`src/rtl/glove_pkg.sv`:
```
// glove_pkg: shared constants and types for the glove word builder.
//   CHAR_W / MAX_LEN / WORD_W : character width, word capacity, packed word width
//   CODE_*                    : special classifier codes
//   word_t, code_t            : packed word and character types
//   wb_state_t                : word builder FSM states
package glove_pkg;

    localparam int CHAR_W  = 5;
    localparam int MAX_LEN = 24;
    localparam int WORD_W  = CHAR_W * MAX_LEN;

    typedef logic [WORD_W-1:0] word_t;
    typedef logic [CHAR_W-1:0] code_t;

    localparam code_t CODE_BLANK = 5'd0;
    localparam code_t CODE_Z     = 5'd26;
    localparam code_t CODE_END   = 5'd27;
    localparam code_t CODE_DEL   = 5'd28;

    typedef enum logic [1:0] {
        COLLECT,
        LAUNCH,
        WAIT,
        DONE
    } wb_state_t;

    // Letters are 'a'..'z' mapped to 1..26.
    function automatic logic is_letter(code_t code);
        return (code != CODE_BLANK) && (code <= CODE_Z);
    endfunction

endpackage

```
`src/rtl/word_builder_if.sv`:
```
// word_builder_if: classifier input, Dictionary handshake and word output.
//   i_valid/i_code            : classifier sample strobe and code
//   i_dict_finish/i_dict_word : Dictionary done level and corrected word
//   o_dict_start/o_dict_word  : Dictionary start pulse and raw packed word
//   o_word/o_word_valid       : corrected word and its update pulse
//   o_len/o_busy              : letter count and busy flag
// Modport slave is the word builder; master is whoever drives it.
interface word_builder_if;
    import glove_pkg::*;

    logic       i_valid;
    code_t      i_code;
    logic       i_dict_finish;
    word_t      i_dict_word;
    logic       o_dict_start;
    word_t      o_dict_word;
    word_t      o_word;
    logic       o_word_valid;
    logic [4:0] o_len;
    logic       o_busy;

    modport slave (
        input  i_valid, i_code, i_dict_finish, i_dict_word,
        output o_dict_start, o_dict_word, o_word, o_word_valid, o_len, o_busy
    );

    modport master (
        output i_valid, i_code, i_dict_finish, i_dict_word,
        input  o_dict_start, o_dict_word, o_word, o_word_valid, o_len, o_busy
    );

endinterface

```
`src/rtl/gesture_debounce.sv`:
```
// gesture_debounce: accepts a classifier symbol once it has been seen on
// HOLD_FRAMES consecutive valid samples, and only once per gesture (a blank
// sample re-arms it).
//   i_clk, i_rst_n : clock, async active-low reset
//   i_valid/i_code : classifier sample
//   i_enable       : samples are only considered while high
//   i_clear        : synchronous clear of all state, leaves it disarmed
//   o_accept/o_sym : one-cycle accept strobe and the accepted symbol
module gesture_debounce
    import glove_pkg::*;
#(
    parameter int HOLD_FRAMES = 8
) (
    input  logic  i_clk,
    input  logic  i_rst_n,
    input  logic  i_valid,
    input  code_t i_code,
    input  logic  i_enable,
    input  logic  i_clear,
    output logic  o_accept,
    output code_t o_sym
);

    localparam logic [7:0] HOLD = 8'(HOLD_FRAMES);

    code_t      cand_q;
    logic [7:0] run_q;
    logic       armed_q;
    logic [7:0] run_next;
    logic       sample_hit;

    // NOTE: every signal driven here gets a default first, so no path leaves it unassigned and no latch is inferred.
    always_comb begin
        run_next   = 8'd1;
        sample_hit = i_enable && i_valid && (i_code != CODE_BLANK);
        if (i_code == cand_q) begin
            run_next = (run_q == 8'hFF) ? run_q : run_q + 8'd1;
        end
    end

    // Accepted on the very sample that completes the run, so the caller acts at the next edge.
    assign o_accept = sample_hit && armed_q && (run_next == HOLD);
    assign o_sym    = i_code;

    // NOTE: state registers use non-blocking assignments so every flop samples pre-edge values.
    always_ff @(posedge i_clk or negedge i_rst_n) begin
        if (!i_rst_n) begin
            cand_q  <= CODE_BLANK;
            run_q   <= 8'd0;
            armed_q <= 1'b1;
        end else if (i_clear) begin
            cand_q  <= CODE_BLANK;
            run_q   <= 8'd0;
            armed_q <= 1'b0;
        end else if (i_enable && i_valid) begin
            if (i_code != CODE_BLANK) begin
                cand_q <= i_code;
                run_q  <= run_next;
                if (o_accept) begin
                    armed_q <= 1'b0;
                end
            end else begin
                run_q   <= 8'd0;
                armed_q <= 1'b1;
            end
        end
    end

endmodule

```
`src/rtl/word_builder.sv`:
```
// word_builder: assembles debounced glove letters into a packed word, hands
// it to Dictionary on END and presents the corrected word.
//   i_clk, i_rst_n : clock, async active-low reset
//   bus            : word_builder_if slave (classifier, Dictionary, output)
// Letter k sits at bits [5k+4:5k]; unused slots read as zero.
module word_builder
    import glove_pkg::*;
#(
    parameter int CHAR_W      = glove_pkg::CHAR_W,
    parameter int MAX_LEN     = glove_pkg::MAX_LEN,
    parameter int HOLD_FRAMES = 8
) (
    input  logic           i_clk,
    input  logic           i_rst_n,
    word_builder_if.slave  bus
);

    wb_state_t  state_q, state_d;
    word_t      buffer_q;
    word_t      word_q;
    logic [4:0] len_q;
    logic [4:0] last_idx;
    logic       accept;
    code_t      sym;
    logic       collecting;
    logic       finishing;
    logic       dict_start;
    logic       word_valid;
    logic       busy;

    assign collecting = (state_q == COLLECT);
    assign finishing  = (state_q == WAIT) && bus.i_dict_finish;
    assign last_idx   = len_q - 5'd1;

    gesture_debounce #(
        .HOLD_FRAMES (HOLD_FRAMES)
    ) u_debounce (
        .i_clk    (i_clk),
        .i_rst_n  (i_rst_n),
        .i_valid  (bus.i_valid),
        .i_code   (bus.i_code),
        .i_enable (collecting),
        .i_clear  (state_q == DONE),
        .o_accept (accept),
        .o_sym    (sym)
    );

    always_ff @(posedge i_clk or negedge i_rst_n) begin
        if (!i_rst_n) begin
            state_q <= COLLECT;
        end else begin
            state_q <= state_d;
        end
    end

    always_comb begin
        state_d    = state_q;
        dict_start = 1'b0;
        word_valid = 1'b0;
        busy       = 1'b1;
        unique case (state_q)
            COLLECT: begin
                busy = 1'b0;
                if (accept && (sym == CODE_END) && (len_q != 5'd0)) begin
                    state_d = LAUNCH;
                end
            end
            LAUNCH: begin
                dict_start = 1'b1;
                state_d    = WAIT;
            end
            WAIT: begin
                if (bus.i_dict_finish) begin
                    state_d = DONE;
                end
            end
            DONE: begin
                word_valid = 1'b1;
                state_d    = COLLECT;
            end
            default: state_d = COLLECT;
        endcase
    end

    // The corrected word is captured on the finishing edge so it is already
    // visible during DONE, alongside the valid pulse. The raw buffer only
    // changes in COLLECT, which keeps it stable for Dictionary.
    // NOTE: the buffer is a plain register (not RAM), so it is reset: every output must read zero out of reset.
    always_ff @(posedge i_clk or negedge i_rst_n) begin
        if (!i_rst_n) begin
            buffer_q <= '0;
            len_q    <= 5'd0;
            word_q   <= '0;
        end else if (finishing) begin
            word_q   <= bus.i_dict_word;
            buffer_q <= '0;
            len_q    <= 5'd0;
        end else if (collecting && accept) begin
            if (is_letter(sym) && (len_q < 5'(MAX_LEN))) begin
                buffer_q[CHAR_W*int'(len_q) +: CHAR_W] <= sym;
                len_q                                  <= len_q + 5'd1;
            end else if ((sym == CODE_DEL) && (len_q != 5'd0)) begin
                buffer_q[CHAR_W*int'(last_idx) +: CHAR_W] <= '0;
                len_q                                     <= last_idx;
            end
        end
    end

    assign bus.o_dict_start = dict_start;
    assign bus.o_dict_word  = buffer_q;
    assign bus.o_word       = word_q;
    assign bus.o_word_valid = word_valid;
    assign bus.o_len        = len_q;
    assign bus.o_busy       = busy;

endmodule

```
`src/flat_wrapper.sv`:
```
// flat-port wrapper written by rule: the top's interface ports become plain ports
module word_builder_flat import glove_pkg::*;
#(
    parameter int CHAR_W      = glove_pkg::CHAR_W,
    parameter int MAX_LEN     = glove_pkg::MAX_LEN,
    parameter int HOLD_FRAMES = 8
)
  (i_clk, i_rst_n, bus_i_valid, bus_i_code, bus_i_dict_finish, bus_i_dict_word, bus_o_dict_start, bus_o_dict_word, bus_o_word, bus_o_word_valid, bus_o_len, bus_o_busy);
  word_builder_if bus_i ();
  input  logic i_clk;
  input  logic i_rst_n;
  input wire logic [$bits(bus_i.i_valid)-1:0] bus_i_valid;
  input wire logic [$bits(bus_i.i_code)-1:0] bus_i_code;
  input wire logic [$bits(bus_i.i_dict_finish)-1:0] bus_i_dict_finish;
  input wire logic [$bits(bus_i.i_dict_word)-1:0] bus_i_dict_word;
  output wire logic [$bits(bus_i.o_dict_start)-1:0] bus_o_dict_start;
  output wire logic [$bits(bus_i.o_dict_word)-1:0] bus_o_dict_word;
  output wire logic [$bits(bus_i.o_word)-1:0] bus_o_word;
  output wire logic [$bits(bus_i.o_word_valid)-1:0] bus_o_word_valid;
  output wire logic [$bits(bus_i.o_len)-1:0] bus_o_len;
  output wire logic [$bits(bus_i.o_busy)-1:0] bus_o_busy;
  assign bus_i.i_valid = bus_i_valid;
  assign bus_i.i_code = bus_i_code;
  assign bus_i.i_dict_finish = bus_i_dict_finish;
  assign bus_i.i_dict_word = bus_i_dict_word;
  assign bus_o_dict_start = bus_i.o_dict_start;
  assign bus_o_dict_word = bus_i.o_dict_word;
  assign bus_o_word = bus_i.o_word;
  assign bus_o_word_valid = bus_i.o_word_valid;
  assign bus_o_len = bus_i.o_len;
  assign bus_o_busy = bus_i.o_busy;
  word_builder #(.CHAR_W(CHAR_W), .MAX_LEN(MAX_LEN), .HOLD_FRAMES(HOLD_FRAMES)) u_core (.i_clk(i_clk), .i_rst_n(i_rst_n), .bus(bus_i));
endmodule
```
`config.mk`:
```
export PLATFORM = sky130hd
export DESIGN_NAME = word_builder_flat
export DESIGN_NICKNAME = d
export VERILOG_FILES = /design/src/rtl/glove_pkg.sv /design/src/rtl/word_builder_if.sv /design/src/rtl/gesture_debounce.sv /design/src/rtl/word_builder.sv /design/src/flat_wrapper.sv
export SDC_FILE = /design/constraint.sdc
export NUM_CORES = 1
export LEC_CHECK = 0
export BUFFER_PORTS_ARGS = -buffer_cell sky130_fd_sc_hd__buf_4
export CAP_MARGIN = 30
export CORE_MARGIN = 8
export CORE_UTILIZATION = 50
export DETAILED_ROUTE_END_ITERATION = 7
export PLACE_DENSITY = 0.81
export RECOVER_POWER = 100
export SYNTH_ARGS = -nofsm -noshare
export SYNTH_HDL_FRONTEND = slang
export SYNTH_SLANG_ARGS = --single-unit
```
`constraint.sdc`:
```
create_clock -name i_clk -period 3.8 [get_ports i_clk]
set_clock_uncertainty 0.1 [all_clocks]
set_input_delay 0.57 -clock i_clk [delete_from_list [all_inputs] [get_ports i_clk]]
set_output_delay 0.57 -clock i_clk [all_outputs]
set_load 0.01 [all_outputs]
```
==> results.cfg <==
[outcome]
outcome = finished with violations
failed_checks = capacitance limit, slew limit

[route]
wire_per_inst_um = 21.1
vias = 10800
firstDrtPassIters = 5
ant_nets = 0
drt_iter0_markers = 1006
routed_wl_um = 40300
via_per_inst = 5.65
drcViolationCount = 0

[cts]
cts.hold.buffers_added = 0
post_cts_buffers = 0
htree_levels = 1
cts_buffers = 27
clockRootBuffer = clkbuf_16
clock_latency_ps = 540
cts_sinks = 261
cts_resized = 0
cts.path.max_buffers = 3
cts_tree = built
clkTransAtPathRegs_ps = 60

[final_layout]
final_common_cell = nand2_1
nets = 1743
final_cell_mix = nand2_1 (455), dfrtp_1 (260), clkbuf_1 (251)
design_area_mm2 = 0.0146
area_delta_synth_final_pct = 26.5
fillerInstances = 1972
drive_gt1_share_pct = 13.1

[timing]
max_freq_mhz = 291
hold_viol_final = 0
final.min_clock_period_ps = 3440
grt_setup_unrepaired = false
setup_viol_count_final = 0
fin_crit_sh_pct = 90.5
slew_violations = 253
worstMarginPinSlew_ps = 2900
fin_setup_tns_ps = 0
max_slew_margin_pct = -93.7

[yosys]
syn_area_per_cell_um2 = 9.24
yosysSeqAreaShare_pct = 56.7
ys.flop_type = dfrtp_1
synth_edf_count = 0
synthDistinctLibCells = 65
synth_largest_area_cell = dfrtp_1
synthArstFlopShare_pct = 100
ys.warnings.count = 0
syn-num-nets = 1390
ys_top_cells_by_area = dfrtp_1 (56%), nand2_1 (15%), o21ai_0 (2.8%)
synth_top_area_share_pct = 56.5
ys_seq_elements = 261
synthesis.area_mm2 = 0.0115
syn_inst = 1247

[place]
dp_hpwl_um = 29200
place_congestion = 0.986
place_area_mm2 = 0.0146
io_buffers = 376

[critical_path]
worstSetupStartpointType = register
critical_path.max_stage_delay_ps = 1340
cp-end-kind = register
cp_max_fo = 139
r2r-start = u_core.state_q[0]$_DFFE_PN0P_
path_class = register to register
crit_required_ps = 4170
crit_chain = inv_1 > ha_1 > nand2_1 > clkbuf_4 > nand2_1 > nand2_1
crit_arrival_ps = 3810
timing.reg2reg.setup_slack_ps = 360
slowest_stage = clkbuf_4
startpoint = u_core.state_q[0]$_DFFE_PN0P_
cp_common_cell = nand2_1

[global_routing]
first_global_vias = 10900
antenna_found_initial = 1
grt_max_degree = 140
grt.overflow.total = 0
grt_pass1_wl_um = 62500
grt_usage_pct = 27.8

[power]
ir_drop_uv = 368
p_leak_nw = 7.09
power-per-cell-area_mw_per_mm2 = 398

[die]
num_rows = 55
core_area_mm2 = 0.0226
pin_count = 377
die_h_um = 168
start_util_pct = 50.9
die_x_um = 168
dieArea_mm2 = 0.0282

[min_path]
hp-start = bus_i_dict_word[10]
hp-class = primary input to register

[job]
drv_cap = 2
[worst max-delay path: cells and delay by family (launching register included)]
kind | cells | cell delay (ps)
and+or+nand+nor | 3 | 1070
DFF | 1 | 410
buffers and inverters | 2 | 1440
adders and majority gates | 1 | 260
[metal layers]
metal  track usage [%]  share of wire, %  wire [µm]  up-vias
li1                  -                 -          -     4957
met4              12.7               4.1       1660        0
met2              46.6                49      19500      554
met3              9.89                10       4110      110
met1              31.6                37      14900     5149
met5                 0                 0          0        -
[area by class of cell]
| class | count | area, µm² | share of cell area, % |
|---|---|---|---|
| Antenna cell | 1 | 2.50 | 0.0172 |
| Clock buffer | 38 | 787 | 5.40 |
| Clock inverter | 10 | 133 | 0.910 |
| Inverter | 14 | 52.6 | 0.361 |
| Multi-Input combinational cell | 900 | 4650 | 31.9 |
| Sequential cell | 261 | 6530 | 44.8 |
| Tap cell | 285 | 357 | 2.45 |
| Timing Repair Buffer | 396 | 2060 | 14.1 |
[where the power goes]
group	internal (W)	switching [W]	leakage [nW]
Clock	0.00164	0.00110	0.458
Combinational	0.000120	0.000140	3.00
Sequential	0.00279	0.00000818	3.63
Total	0.00455	0.00124	7.09
[flip-flops by register name (all words and copies together) (netlist names)]
register,flops
u_core.bus.o_dict_word,120
u_core.bus.o_word,120
u_core.u_debounce.run_q,8
u_core.bus.o_len,5
u_core.u_debounce.cand_q,5
u_core.state_q,2
u_core.u_debounce.armed_q,1
[synth_stat cells, drive strengths merged (14+ instances only)]
cell type  instances
a21oi             35
a22o              20
buf               14
clkbuf            58
dfrtp            260
ha                14
inv               14
nand2            456
nand3             32
nor2              47
nor3              16
o21ai             67
o22ai             34
o2bb2ai           30
[stage by stage]
step                      power [W]  hold WS, ps  std cells  util, %  setup WS, ps
after floorplan             0.00292          174       1247        -           321
after global placement      0.00311          359       1856     64.6           656
after detailed placement    0.00311          364       1856     64.6           556
after CTS                   0.00584         44.5       1904     68.6           494
after global routing        0.00597         99.0       1905     64.4           121
final                       0.00579          112       1905     64.4           361
[path summary, 6_finish.rpt]
kind / to / cells past startpoint
setup / recovery: u_core.bus.o_word[89]$_DFFE_PN0P_ / 6
hold / removal: u_core.bus.o_word[10]$_DFFE_PN0P_ / 3
setup reg to reg: u_core.bus.o_word[89]$_DFFE_PN0P_ / 6
hold reg to reg: u_core.bus.o_word[33]$_DFFE_PN0P_ / 2
max in group asynchronous: u_core.bus.o_word[85]$_DFFE_PN0P_ / 2
min in group asynchronous: u_core.u_debounce.cand_q[4]$_DFFE_PN0P_ / 1
[kinds of logic (layout without fill, tap and decap cells)]
| family | after synthesis | after routing | synth area share (%) |
|---|---|---|---|
| AOI/OAI and AO/OA | 253 | 253 | 15.0 |
| xor gates and xnor gates | 13 | 13 | 0.988 |
| adders and majority gates | 14 | 14 | 1.52 |
| buffers and inverters | 86 | 458 | 2.93 |
| DFF | 261 | 261 | 56.7 |
| muxes | 3 | 3 | 0.272 |
| other | 0 | 1 | 0 |
| and+or+nand+nor | 617 | 617 | 22.6 |
Note: power is estimated with default switching activity, not from simulation.
